<file path="src/rtl/dkong3_objram_arb.sv">
// Three-way arbiter for the single-port object (sprite) RAM.
// Requesters: video sprite fetch (VID), sprite DMA (DMA) and the Z80 CPU (CPU).
// One access at a time: IDLE (arbitrate) -> ACC (RAM sees address/WE) ->
// RDW (reads only, capture RAM data) -> IDLE. ACK pulses for one cycle, and
// that cycle masks the acknowledged requester so that a held REQ is not
// serviced twice.
module dkong3_objram_arb #(
  parameter int unsigned AW         = 10,
  parameter int unsigned DW         = 8,
  parameter int unsigned STARVE_MAX = 8
) (
  input  logic          I_CLK,
  input  logic          I_RSTn,
  // video sprite fetch (read only)
  input  logic          I_VID_REQ,
  input  logic [AW-1:0] I_VID_A,
  output logic [DW-1:0] O_VID_Q,
  output logic          O_VID_ACK,
  // sprite DMA
  input  logic          I_DMA_REQ,
  input  logic          I_DMA_WE,
  input  logic [AW-1:0] I_DMA_A,
  input  logic [DW-1:0] I_DMA_D,
  input  logic          I_DMA_LOCK,
  output logic [DW-1:0] O_DMA_Q,
  output logic          O_DMA_ACK,
  // Z80 CPU
  input  logic          I_CPU_REQ,
  input  logic          I_CPU_WE,
  input  logic [AW-1:0] I_CPU_A,
  input  logic [DW-1:0] I_CPU_D,
  output logic [DW-1:0] O_CPU_Q,
  output logic          O_CPU_ACK,
  output logic          O_CPU_WAIT,
  // object RAM
  output logic [AW-1:0] O_RAM_A,
  output logic [DW-1:0] O_RAM_D,
  output logic          O_RAM_WE,
  input  logic [DW-1:0] I_RAM_Q
);

  typedef enum logic [1:0] {StIdle, StAcc, StRdw} state_e;
  typedef enum logic [1:0] {OwnVid, OwnDma, OwnCpu} owner_e;

  localparam logic [7:0] StarveMax = 8'(STARVE_MAX);

  state_e        state_q, state_d;
  owner_e        owner_q, owner_d;
  logic [AW-1:0] ram_a_q, ram_a_d;
  logic [DW-1:0] ram_d_q, ram_d_d;
  logic          ram_we_q, ram_we_d;
  logic          vid_ack_q, vid_ack_d;
  logic          dma_ack_q, dma_ack_d;
  logic          cpu_ack_q, cpu_ack_d;
  logic [DW-1:0] vid_rd_q, vid_rd_d;
  logic [DW-1:0] dma_rd_q, dma_rd_d;
  logic [DW-1:0] cpu_rd_q, cpu_rd_d;
  logic [7:0]    starve_q, starve_d;

  logic vid_elig, dma_elig, cpu_elig, starved;
  logic gnt_vid, gnt_dma, gnt_cpu, gnt_cpu_hi;

  // Eligibility and fixed-priority winner, with the starved CPU jumping DMA.
  always_comb begin
    vid_elig   = I_VID_REQ & ~vid_ack_q;
    dma_elig   = I_DMA_REQ & ~dma_ack_q;
    cpu_elig   = I_CPU_REQ & ~cpu_ack_q & ~I_DMA_LOCK;
    starved    = (starve_q == StarveMax);
    gnt_vid    = vid_elig;
    gnt_cpu_hi = ~vid_elig & cpu_elig & starved;
    gnt_dma    = ~vid_elig & ~gnt_cpu_hi & dma_elig;
    gnt_cpu    = gnt_cpu_hi | (~vid_elig & ~dma_elig & cpu_elig);
  end

  // Access sequencer: next state, RAM drive, ACK pulses and read capture.
  always_comb begin
    state_d   = state_q;
    owner_d   = owner_q;
    ram_a_d   = ram_a_q;
    ram_d_d   = ram_d_q;
    ram_we_d  = 1'b0;
    vid_ack_d = 1'b0;
    dma_ack_d = 1'b0;
    cpu_ack_d = 1'b0;
    vid_rd_d  = vid_rd_q;
    dma_rd_d  = dma_rd_q;
    cpu_rd_d  = cpu_rd_q;
    unique case (state_q)
      StIdle: begin
        if (gnt_vid) begin
          owner_d  = OwnVid;
          ram_a_d  = I_VID_A;
          ram_d_d  = '0;
          ram_we_d = 1'b0;
          state_d  = StAcc;
        end else if (gnt_dma) begin
          owner_d  = OwnDma;
          ram_a_d  = I_DMA_A;
          ram_d_d  = I_DMA_D;
          ram_we_d = I_DMA_WE;
          state_d  = StAcc;
        end else if (gnt_cpu) begin
          owner_d  = OwnCpu;
          ram_a_d  = I_CPU_A;
          ram_d_d  = I_CPU_D;
          ram_we_d = I_CPU_WE;
          state_d  = StAcc;
        end
      end
      StAcc: begin
        // ram_we_q still holds the granted access type during ACC
        if (ram_we_q) begin
          vid_ack_d = (owner_q == OwnVid);
          dma_ack_d = (owner_q == OwnDma);
          cpu_ack_d = (owner_q == OwnCpu);
          state_d   = StIdle;
        end else begin
          state_d = StRdw;
        end
      end
      StRdw: begin
        unique case (owner_q)
          OwnVid: begin
            vid_rd_d  = I_RAM_Q;
            vid_ack_d = 1'b1;
          end
          OwnDma: begin
            dma_rd_d  = I_RAM_Q;
            dma_ack_d = 1'b1;
          end
          default: begin
            cpu_rd_d  = I_RAM_Q;
            cpu_ack_d = 1'b1;
          end
        endcase
        state_d = StIdle;
      end
      default: state_d = StIdle;
    endcase
  end

  // CPU starvation counter: counts lost IDLE decisions, saturating.
  always_comb begin
    starve_d = starve_q;
    if (!I_CPU_REQ || I_DMA_LOCK) begin
      starve_d = '0;
    end else if (state_q == StIdle) begin
      if (gnt_cpu) begin
        starve_d = '0;
      end else if (cpu_elig && !starved) begin
        starve_d = starve_q + 8'd1;
      end
    end
  end

  // State registers; reset aborts any access in flight without an ACK.
  always_ff @(posedge I_CLK or negedge I_RSTn) begin
    if (!I_RSTn) begin
      state_q   <= StIdle;
      owner_q   <= OwnVid;
      ram_a_q   <= '0;
      ram_d_q   <= '0;
      ram_we_q  <= 1'b0;
      vid_ack_q <= 1'b0;
      dma_ack_q <= 1'b0;
      cpu_ack_q <= 1'b0;
      vid_rd_q  <= '0;
      dma_rd_q  <= '0;
      cpu_rd_q  <= '0;
      starve_q  <= '0;
    end else begin
      state_q   <= state_d;
      owner_q   <= owner_d;
      ram_a_q   <= ram_a_d;
      ram_d_q   <= ram_d_d;
      ram_we_q  <= ram_we_d;
      vid_ack_q <= vid_ack_d;
      dma_ack_q <= dma_ack_d;
      cpu_ack_q <= cpu_ack_d;
      vid_rd_q  <= vid_rd_d;
      dma_rd_q  <= dma_rd_d;
      cpu_rd_q  <= cpu_rd_d;
      starve_q  <= starve_d;
    end
  end

  // Output wiring; WAIT stays combinational so the Z80 is released on the ACK cycle.
  always_comb begin
    O_RAM_A    = ram_a_q;
    O_RAM_D    = ram_d_q;
    O_RAM_WE   = ram_we_q;
    O_VID_ACK  = vid_ack_q;
    O_DMA_ACK  = dma_ack_q;
    O_CPU_ACK  = cpu_ack_q;
    O_VID_Q    = vid_rd_q;
    O_DMA_Q    = dma_rd_q;
    O_CPU_Q    = cpu_rd_q;
    O_CPU_WAIT = I_CPU_REQ & ~cpu_ack_q;
  end

endmodule

</file>
<file path="config.mk">
export PLATFORM = sky130hd
export DESIGN_NAME = dkong3_objram_arb
export DESIGN_NICKNAME = d
export VERILOG_FILES = /design/src/rtl/dkong3_objram_arb.sv
export SDC_FILE = /design/constraint.sdc
export NUM_CORES = 1
export LEC_CHECK = 0
export ABC_AREA = 0
export BUFFER_PORTS_ARGS = -buffer_cell sky130_fd_sc_hd__buf_2
export CAP_MARGIN = 20
export CELL_PAD_IN_SITES_DETAIL_PLACEMENT = 0
export CELL_PAD_IN_SITES_GLOBAL_PLACEMENT = 1
export CORE_ASPECT_RATIO = 0.5
export CORE_MARGIN = 5
export CORE_UTILIZATION = 42
export CTS_BUF_LIST = sky130_fd_sc_hd__clkbuf_2
export DETAILED_ROUTE_END_ITERATION = 6
export PLACE_DENSITY = 0.91
export SYNTH_ARGS = -nofsm -noshare
export SYNTH_HDL_FRONTEND = slang
export SYNTH_SLANG_ARGS = --single-unit
</file>
<file path="constraint.sdc">
create_clock -name I_CLK -period 4.97 [get_ports I_CLK]
set_input_delay 0.994 -clock I_CLK [delete_from_list [all_inputs] [get_ports I_CLK]]
set_output_delay 0.994 -clock I_CLK [all_outputs]
set_load 0.02 [all_outputs]
</file>
==> results of run 1 <==
## cell usage in the layout, fill, tap and decap left out, drive strengths merged, types with 8 or more instances in the layout
cell type,synthesis,routed
nor4,20,20
nor3,14,14
and2,11,11
buf,7,111
o21ai,11,11
a2bb2oi,9,9
mux2,25,25
clkbuf,11,11
o41ai,9,9
dfrtp,58,58
inv,8,8
nand2,16,16
a221o,9,9
## cell type report
type                    count  area (um2)
fillers                   603        3090
flip-flops and latches     58        1450
multi-input cells         188        1450
repair buffers            111         571
well taps                  92         115
clock buffers              11        55.1
clock inverters             4        43.8
inverters                   8        30.0
## worst paths after layout
check	from	to	slack [ns]	depth (start not counted)
hold reg to reg	O_RAM_A[4]$_DFFE_PN0P_	O_RAM_A[4]$_DFFE_PN0P_	0.50	2
setup reg to reg	O_DMA_ACK$_DFF_PN0_	O_RAM_D[3]$_DFFE_PN0P_	2.58	4
max in group asynchronous	I_RSTn	O_RAM_D[3]$_DFFE_PN0P_	3.82	2
setup / recovery	I_DMA_REQ	O_RAM_D[3]$_DFFE_PN0P_	2.45	5
min in group asynchronous	I_RSTn	O_VID_Q[1]$_DFFE_PN0P_	0.65	2
hold / removal	O_RAM_A[4]$_DFFE_PN0P_	O_RAM_A[4]$_DFFE_PN0P_	0.50	2
## worst register-to-register path: stages (launching register included)
cell and delay [ns]:
dfrtp_1 0.41, nand2b_1 0.56, a21oi_1 0.78, nor4_4 0.15, a221o_1 0.39
## sequential cells by signal, indices dropped and copies added (netlist names)
signal	cells
O_RAM_A	10
O_CPU_Q	8
O_DMA_Q	8
O_RAM_D	8
O_VID_Q	8
starve_q	8
owner_q	2
state_q	2
O_CPU_ACK	1
O_DMA_ACK	1
O_RAM_WE	1
O_VID_ACK	1
## stage by stage
| stage | std cells | total power [mW] | hold slack, ns | instance area [um2] | util |
|---|---|---|---|---|---|
| 2_1_floorplan | 272 | 1.39 | 0.495 | 3000 | - |
| 3_3_place_gp | 456 | 1.68 | 0.455 | 3600 | 0.529 |
| 3_5_place_dp | 456 | 1.71 | 0.465 | 3600 | 0.529 |
| 4_1_cts | 471 | 2.00 | 0.498 | 3700 | 0.543 |
| 5_1_grt | 472 | 2.12 | 0.512 | 3710 | 0.546 |
| 6_report | 472 | 1.99 | 0.495 | 3710 | 0.546 |
## kinds of logic after synthesis
family | after synthesis
muxes | 25
buffers and inverters | 26
AOI/OAI and AO/OA | 66
and+or+nand+nor | 91
xor gates and xnor gates | 1
adders and majority gates | 5
DFF | 58
## power breakdown
part	leakage (nW)	internal (mW)	total [mW]	switching [mW]
Combinational	0.934	0.383	0.946	0.563
Sequential	0.729	0.659	0.764	0.105
Clock	0.0692	0.115	0.277	0.162
Total	1.73	1.16	1.99	0.830
## metal layers
metal | vias up | routed length, um
met3 | 14 | 503
met1 | 1358 | 3420
met2 | 90 | 4080
met4 | 0 | 126
li1 | 1258 | -
met5 | - | 0
==> flow_metrics.env, run 1 <==
export IMPL_ant_nets=0
export IMPL_grt_pass1_wl_um=13500
export IMPL_drc=0
export IMPL_synth_ff_type="dfrtp_1"
export IMPL_synth_adder_area_share=0.0209
export IMPL_die_w_um=129
export IMPL_gp_congestion=0.817
export IMPL_crit_path_cell_trace="buf_2, nand2b_1, a21oi_1, nor4_4, a221o_1"
export IMPL_antennaDiodeCount=0
export IMPL_synth_top_area_cell="dfrtp_1"
export IMPL_grt_pass1_vias=2896
export IMPL_finalMaxSlewViolations=0
export IMPL_die_h_um=69.7
export IMPL_holdBufCountCts=0
export IMPL_critPathLaunchType="input port"
export IMPL_fmax_ghz=0.397
export IMPL_status="finished, final reports clean"
export IMPL_hpwl_um=5880
export IMPL_core_um2=6810
export IMPL_wl_per_cell_um=17.2
export IMPL_finalClockSkew_ns=0.0155
export IMPL_final_nets=443
export IMPL_crit_slowest_cell="a21oi_1"
export IMPL_pre_cts_slack_ns=1.90
export IMPL_grtUsageMet2=0.307
export IMPL_synthTopCellsByArea="dfrtp_1 (48%), mux2_2 (9.4%), nor4_1 (3.8%)"
export IMPL_setup_ws_ns=2.45
export IMPL_dr_pass1_iters=4
export IMPL_ir_drop_uv=363
export IMPL_syn_instance_count=272
export IMPL_worstSetupPathType="in -> reg"
export IMPL_period_minus_slack_ns=2.52
export IMPL_yosysMostFrequentCell="dfrtp_1"
export IMPL_synthXorXnorAreaFrac=0.00292
export IMPL_post_cts_buffers=0
export IMPL_gr_usage_met1=0.215
export IMPL_powerDensity_nw_per_um2=535
export IMPL_tightest_slew_ns=1.07
export IMPL_setup_viol=0
export IMPL_antenna_found_initial=0
export IMPL_timing_final_crit_share=0.506
export IMPL_postSynth_asyncResetShare=1.00
export IMPL_cts_repair_resized=0
export IMPL_finalSetupTns_ns=0
export IMPL_yosys_warnings=0
export IMPL_grt_busiest_layer="met2"
export IMPL_rsz0062_at_grt="no"
export IMPL_cts_tree="done"
export IMPL_synth_simple_area_share=0.184
export IMPL_synth_commonest_cells="dfrtp_1 (58), mux2_2 (25), nor4_1 (18)"
export IMPL_portBuffers=108
export IMPL_cts_htree_levels=3
export IMPL_gr_total_overflow=0
export IMPL_synth_edf_count=0
export IMPL_muxShareOfSynthArea=0.0939
export IMPL_initial_core_util=0.440
export IMPL_crit_required_ns=5.32
export IMPL_synth_compound_area_frac=0.177
export IMPL_syn_to_final_growth_pct=23.9
export IMPL_ys_seq_area_frac=0.484
export IMPL_synth_top_area_frac=0.484
export IMPL_ys_seq_elements=58
export IMPL_crit_buf_inv=1
export IMPL_routed_wl_um=8130
export IMPL_drive_gt1_frac=0.416
export IMPL_clock_sinks=58
export IMPL_drtIter0Drc=137
export IMPL_grt_util_met3=0.0754
export IMPL_leakagePower_nw=1.73
export IMPL_cts_root_buffer="clkbuf_2"
export IMPL_hold_violations=0
export IMPL_synth_nets=339
export IMPL_grt_usage=0.185
export IMPL_num_rows=21
export IMPL_avgSynthCellArea_um2=11.0
export IMPL_io_pins=109
export IMPL_synth_top_family_by_area="simple AND/OR/NAND/NOR gates"
export IMPL_vias=2720
export IMPL_via_per_inst=5.76
export IMPL_clk_pin_slew_worst_paths_ns=0.14
export IMPL_synthDistinctLibCells=49
export IMPL_hold_class="reg -> reg"
export IMPL_cp_end_kind="register"
export IMPL_mappedNetlistArea_um2=3000
export IMPL_dieArea_um2=9030
export IMPL_cap_violations=0
export IMPL_grt_max_degree=59
export IMPL_slew_headroom=0.281
export IMPL_numCtsBuffers=9
export IMPL_path_delay_family="compound AO/OA/AOI/OAI gates"
export IMPL_clk_path_buf_depth=2
export IMPL_clock_latency_ns=0.46
export IMPL_cp_slowest_stage_delay_ns=0.78
export IMPL_crit_path_max_fanout=22
export IMPL_cp_arrival_ns=2.87
Power figures use the tool's default switching activity.
==> run 2: changes to the inputs <==
ABC_AREA = 1   (was 0)
CORE_UTILIZATION = 37   (was 42)
PLACE_DENSITY = 0.86   (was 0.91)
clock period = 2.6 ns   (was 4.97 ns; I/O delays follow)
==> flow_metrics.env, run 2 <==
export IMPL_grt_max_degree=28
export IMPL_drtIter0Drc=179
export IMPL_worstSetupPathType="reg -> reg"
export IMPL_hold_violations=0
export IMPL_regToRegSetupSlack_ns=0.76
export IMPL_stdcell_count=599
export IMPL_routed_wl_met3_um=408
export IMPL_largest_reg_flops=10
export IMPL_leakagePower_nw=2.08
export IMPL_die_h_um=73.7
export IMPL_cpMostUsedCell="nand2_1"
export IMPL_yosys_warnings=0
export IMPL_cp_arrival_ns=2.22
export IMPL_holdBufCountCts=1
export IMPL_cap_violations=0
export IMPL_dr_wl_met2_um=3660
export IMPL_ant_nets=0
export IMPL_antenna_found_initial=0
export IMPL_grt_usage=0.158
export IMPL_p_sw_mw=1.71
export IMPL_ir_drop_uv=505
export IMPL_seqPwrFrac=0.393
export IMPL_ys_seq_elements=58
export IMPL_hold_class="in -> reg"
export IMPL_avgSynthCellArea_um2=8.08
export IMPL_clock_sinks=58
export IMPL_antennaDiodeCount=0
export IMPL_finalClockSkew_ns=0.0320
export IMPL_drive_gt1_frac=0.320
export IMPL_cts_tree="done"
export IMPL_syn_to_final_growth_pct=25.2
export IMPL_synth_edf_count=0
export IMPL_synth_nets=439
export IMPL_fmax_ghz=0.543
export IMPL_worstRegToRegCells=11
export IMPL_crit_path_max_fanout=21
export IMPL_crit_slowest_cell="dfrtp_1"
export IMPL_dr_pass1_iters=4
export IMPL_numCtsBuffers=9
export IMPL_gp_congestion=0.812
export IMPL_synthDistinctLibCells=26
export IMPL_synth_top_area_frac=0.483
export IMPL_routed_wl_um=7710
export IMPL_finalMaxSlewViolations=0
export IMPL_mappedNetlistArea_um2=3000
export IMPL_combPwrFrac=0.452
export IMPL_powerDensity_nw_per_um2=1000
export IMPL_postSynth_asyncResetShare=1.00
export IMPL_syn_instance_count=372
export IMPL_die_w_um=137
export IMPL_via_per_inst=4.52
export IMPL_cts_htree_levels=3
export IMPL_grt_pass1_wl_um=12600
export IMPL_clk_pin_slew_worst_paths_ns=0.20
export IMPL_grt_pass1_vias=2575
export IMPL_p_int_mw=2.06
export IMPL_wl_per_cell_um=12.9
export IMPL_critPathLaunchType="register"
export IMPL_post_cts_buffers=0
export IMPL_vias=2708
export IMPL_top_layer_used="met4"
export IMPL_synth_commonest_cells="nand2_1 (108), dfrtp_1 (58), nand3_1 (51)"
export IMPL_cts_repair_resized=0
export IMPL_mostFrequentLayoutCells="nand2_1 (108), buf_2 (108), dfrtp_1 (58), nand3_1 (51), inv_1 (34)"
export IMPL_holdWs_ns=0.293
export IMPL_tightest_slew_ns=0.611
export IMPL_ys_seq_area_frac=0.483
export IMPL_drc=0
export IMPL_placed_cells=582
export IMPL_core_um2=7940
export IMPL_synth_ff_type="dfrtp_1"
export IMPL_initial_core_util=0.378
export IMPL_clk_path_buf_depth=2
export IMPL_worstReg2RegStart="starve_q[0]$_DFFE_PN0P_"
export IMPL_period_minus_slack_ns=1.84
export IMPL_cp_slowest_stage_delay_ns=0.45
export IMPL_finalSetupTns_ns=0
export IMPL_num_rows=23
export IMPL_io_pins=109
export IMPL_dieArea_um2=10100
export IMPL_crit_buf_inv=2
export IMPL_rsz0062_at_grt="no"
export IMPL_synthTopCellsByArea="dfrtp_1 (48%), nand2_1 (13%), nand3_1 (8.5%)"
export IMPL_hpwl_um=5820
export IMPL_timing_final_crit_share=0.709
export IMPL_nFillCells=831
export IMPL_clock_latency_ns=0.48
export IMPL_wl_met1_um=3530
export IMPL_cts_root_buffer="clkbuf_2"
export IMPL_min_from="I_RAM_Q[4]"
export IMPL_min_path_cells=3
export IMPL_status="finished, final reports clean"
export IMPL_path_delay_family="simple AND/OR/NAND/NOR gates"
export IMPL_hold_path_endpoint="O_VID_Q[4]$_DFFE_PN0P_"
export IMPL_crit_path_cell_trace="inv_1, ha_1, nand2_2, nor2_4, nand3_4, nand2_4, inv_1, nand2_1, nand2_1, nand2_1, nand2_1"
export IMPL_crit_required_ns=2.98
export IMPL_swShare=0.454
export IMPL_gr_total_overflow=0
export IMPL_yosysMostFrequentCell="nand2_1"
export IMPL_r2r_end="O_RAM_D[7]$_DFFE_PN0P_"
export IMPL_synth_top_area_cell="dfrtp_1"
export IMPL_portBuffers=108
export IMPL_slew_headroom=0.593
export IMPL_final_nets=549
export IMPL_clkPwrFrac=0.155
export IMPL_cp_end_kind="register"
export IMPL_setup_viol=0
[run 2: changes by cell type after synthesis, moves of 16 or more]
cell     previous run  this run
mux2_2             25         0
o21ai_0            11        29
inv_1               8        34
nand3_1             3        51
nor4_1             18         2
nand2_1            16       108
[run 2: through the flow]
step | power, mW | cell area [um2] | utilization | setup slack (ns)
after global routing | 4.09 | 3760 | 0.474 | 0.470
after global placement | 3.20 | 3640 | 0.458 | 0.793
after detailed placement | 3.23 | 3640 | 0.458 | 0.752
after floorplan | 2.63 | 3000 | - | 1.15
after CTS | 3.81 | 3760 | 0.474 | 0.742
final | 3.77 | 3760 | 0.474 | 0.757
[run 2: how the worst max path moves through the flow]
stage,start,endpoint,slack (ns),cells after the start
3_5_place_dp,I_VID_REQ,owner_q[1]$_DFFE_PN0P_,0.75,9
3_3_place_gp,I_DMA_LOCK,O_RAM_D[7]$_DFFE_PN0P_,0.79,11
5_1_grt,starve_q[0]$_DFFE_PN0P_,O_RAM_D[7]$_DFFE_PN0P_,0.47,11
6_report,starve_q[0]$_DFFE_PN0P_,O_RAM_D[7]$_DFFE_PN0P_,0.76,11
2_1_floorplan,starve_q[0]$_DFFE_PN0P_,O_RAM_A[0]$_DFFE_PN0P_,1.15,10
4_1_cts,starve_q[0]$_DFFE_PN0P_,O_RAM_D[7]$_DFFE_PN0P_,0.74,11
[run 2: cell families after synthesis]
| logic type | synth area share |
|---|---|
| flops | 0.483 |
| simple gates | 0.338 |
| compound gates | 0.0650 |
| fa+ha+maj | 0.0208 |
| xor+xnor | 0.0117 |
| buf+inv | 0.0816 |
[run 2: per-layer routing]
metal / GRT usage / vias up
met1: 0.207 / 1234
met5: 0 / -
met3: 0.0492 / 11
met4: 0.0531 / 0
li1: - / 1410
met2: 0.248 / 53
[run 2: power groups by stage]
stage	registers [mW]	clock network, mW	logic, mW
global placement	1.51	0	1.69
finish	1.48	0.584	1.70
floorplan	1.91	0	0.726
CTS	1.48	0.602	1.73
global route	1.53	0.654	1.90
detailed placement	1.49	0	1.74
[run 2: worst register-to-register path, cell delays in order, from the launching register on]
cell	delay (ns)
dfrtp_1	0.45
inv_1	0.09
ha_1	0.21
nand2_2	0.09
nor2_4	0.12
nand3_4	0.21
nand2_4	0.29
inv_1	0.09
nand2_1	0.06
nand2_1	0.05
nand2_1	0.05
nand2_1	0.05
[run 2: final cells by class]
class                           count  area, um2  share of cell area
Timing Repair Buffer              113        593               0.158
Multi-Input combinational cell    259       1310               0.348
Inverter                           41        154              0.0409
Sequential cell                    58       1450               0.386
Tap cell                          112        140              0.0372
Clock buffer                       10       50.0              0.0133
Clock inverter                      6       66.3              0.0176
==> run 3: changes to the inputs <==
clock period = 1.9 ns   (was 2.6 ns; I/O delays follow)
==> flow_metrics.env, run 3 (synthesis results as in run 2) <==
export IMPL_p_sw_mw=2.38
export IMPL_finalMaxSlewViolations=0
export IMPL_seqPwrFrac=0.378
export IMPL_wl_per_cell_um=12.8
export IMPL_via_per_inst=4.51
export IMPL_cp_end_kind="register"
export IMPL_crit_end="O_RAM_D[7]$_DFFE_PN0P_"
export IMPL_pre_cts_slack_ns=0.242
export IMPL_io_pins=109
export IMPL_combPwrFrac=0.441
export IMPL_post_cts_buffers=0
export IMPL_setup_ws_ns=0.214
export IMPL_stdcell_count=603
export IMPL_worstSetupPathType="reg -> reg"
export IMPL_swShare=0.445
export IMPL_numCtsBuffers=9
export IMPL_grt_pass1_wl_um=12400
export IMPL_drive_gt1_frac=0.326
export IMPL_powerDensity_nw_per_um2=1400
export IMPL_final_util=0.481
export IMPL_largest_reg_flops=10
export IMPL_hpwl_um=5890
export IMPL_placed_area_um2=3670
export IMPL_portBuffers=108
export IMPL_clk_path_buf_depth=2
export IMPL_drc=0
export IMPL_design_area_um2=3820
export IMPL_crit_required_ns=2.31
export IMPL_p_int_mw=2.97
export IMPL_finalSetupTns_ns=0
export IMPL_clk_pin_slew_worst_paths_ns=0.19
export IMPL_num_rows=23
export IMPL_worstRegToRegCells=11
export IMPL_final_nets=553
export IMPL_dr_pass1_iters=4
export IMPL_fmax_ghz=0.593
export IMPL_cts_tree="done"
export IMPL_period_minus_slack_ns=1.69
export IMPL_grt_max_degree=25
export IMPL_hold_violations=0
export IMPL_clock_sinks=58
export IMPL_crit_path_max_fanout=21
export IMPL_routed_wl_um=7710
export IMPL_core_um2=7940
export IMPL_crit_path_start="starve_q[0]$_DFFE_PN0P_"
export IMPL_rsz0062_at_grt="no"
export IMPL_ant_nets=0
export IMPL_die_h_um=73.7
export IMPL_cts_root_buffer="clkbuf_2"
export IMPL_syn_to_final_growth_pct=27.2
export IMPL_dieArea_um2=10100
export IMPL_drtIter0Drc=116
export IMPL_grt_pass1_vias=2523
export IMPL_critPathLaunchType="register"
export IMPL_clock_latency_ns=0.50
export IMPL_total_power_mw=5.35
export IMPL_die_w_um=137
export IMPL_mostFrequentLayoutCells="nand2_1 (108), buf_2 (108), dfrtp_1 (58), nand3_1 (51), inv_1 (34)"
export IMPL_cts_htree_levels=3
export IMPL_antenna_found_initial=0
export IMPL_tightest_slew_ns=0.563
export IMPL_setup_viol=0
export IMPL_gp_congestion=0.842
export IMPL_cap_violations=0
export IMPL_clkPwrFrac=0.181
export IMPL_regToRegSetupSlack_ns=0.21
export IMPL_placed_cells=586
export IMPL_antennaDiodeCount=0
export IMPL_gr_total_overflow=0
export IMPL_grt_usage=0.157
export IMPL_worstReg2RegStart="starve_q[0]$_DFFE_PN0P_"
export IMPL_r2r_end="O_RAM_D[7]$_DFFE_PN0P_"
export IMPL_hold_class="in -> reg"
export IMPL_holdWs_ns=0.130
export IMPL_leakagePower_nw=2.11
export IMPL_vias=2718
export IMPL_slew_headroom=0.624
export IMPL_cts_repair_resized=0
export IMPL_status="finished, final reports clean"
export IMPL_timing_final_crit_share=0.887
export IMPL_cp_arrival_ns=2.10
export IMPL_finalClockSkew_ns=0.0275
export IMPL_min_from="I_CPU_WE"
export IMPL_holdBufCountCts=1
export IMPL_ir_drop_uv=646
export IMPL_nFillCells=844
export IMPL_initial_core_util=0.378
==> run 3: critical path: stages (launching register included) <==
cell and delay [ns]:
dfrtp_1 0.45, inv_1 0.09, ha_1 0.20, nand2_2 0.08
nor2_4 0.12, nand3_4 0.12, nand2_4 0.24, inv_1 0.09
nand2_1 0.06, nand2_1 0.05, nand2_1 0.05, nand2_1 0.04
==> run 3: worst min path at each step <==
stage                     cells past startpoint                     end
after CTS                                     3      O_RAM_WE$_DFF_PN0_
after global placement                        1  O_DMA_Q[5]$_DFFE_PN0P_
after global routing                          3  O_CPU_Q[7]$_DFFE_PN0N_
after floorplan                               0     O_CPU_ACK$_DFF_PN0_
final                                         3      O_RAM_WE$_DFF_PN0_
after detailed placement                      1  O_DMA_Q[5]$_DFFE_PN0P_
==> run 3: layer usage <==
| metal | up-vias | global-route usage | share of wire |
|---|---|---|---|
| li1 | 1424 | - | - |
| met1 | 1230 | 0.209 | 0.46 |
| met2 | 56 | 0.240 | 0.48 |
| met3 | 8 | 0.0622 | 0.050 |
| met4 | 0 | 0.0354 | 0.016 |
| met5 | - | 0 | 0 |
==> run 3: power groups by stage <==
stage / Clock, mW / Combinational, mW / Sequential (mW)
4_1_cts: 0.997 / 2.40 / 2.03
3_5_place_dp: 0 / 2.41 / 2.04
5_1_grt: 1.06 / 2.63 / 2.10
2_1_floorplan: 0 / 0.993 / 2.61
6_report: 0.967 / 2.36 / 2.03
3_3_place_gp: 0 / 2.36 / 2.05
==> run 3: cell type report <==
class / count / area [um2] / area share
tap: 112 / 140 / 0.0367
timing repair buffer: 117 / 623 / 0.163
sequential: 58 / 1450 / 0.380
inverter: 41 / 154 / 0.0403
multi-input combinational: 259 / 1310 / 0.342
clock inverter: 7 / 101 / 0.0265
clock buffer: 9 / 45.0 / 0.0118
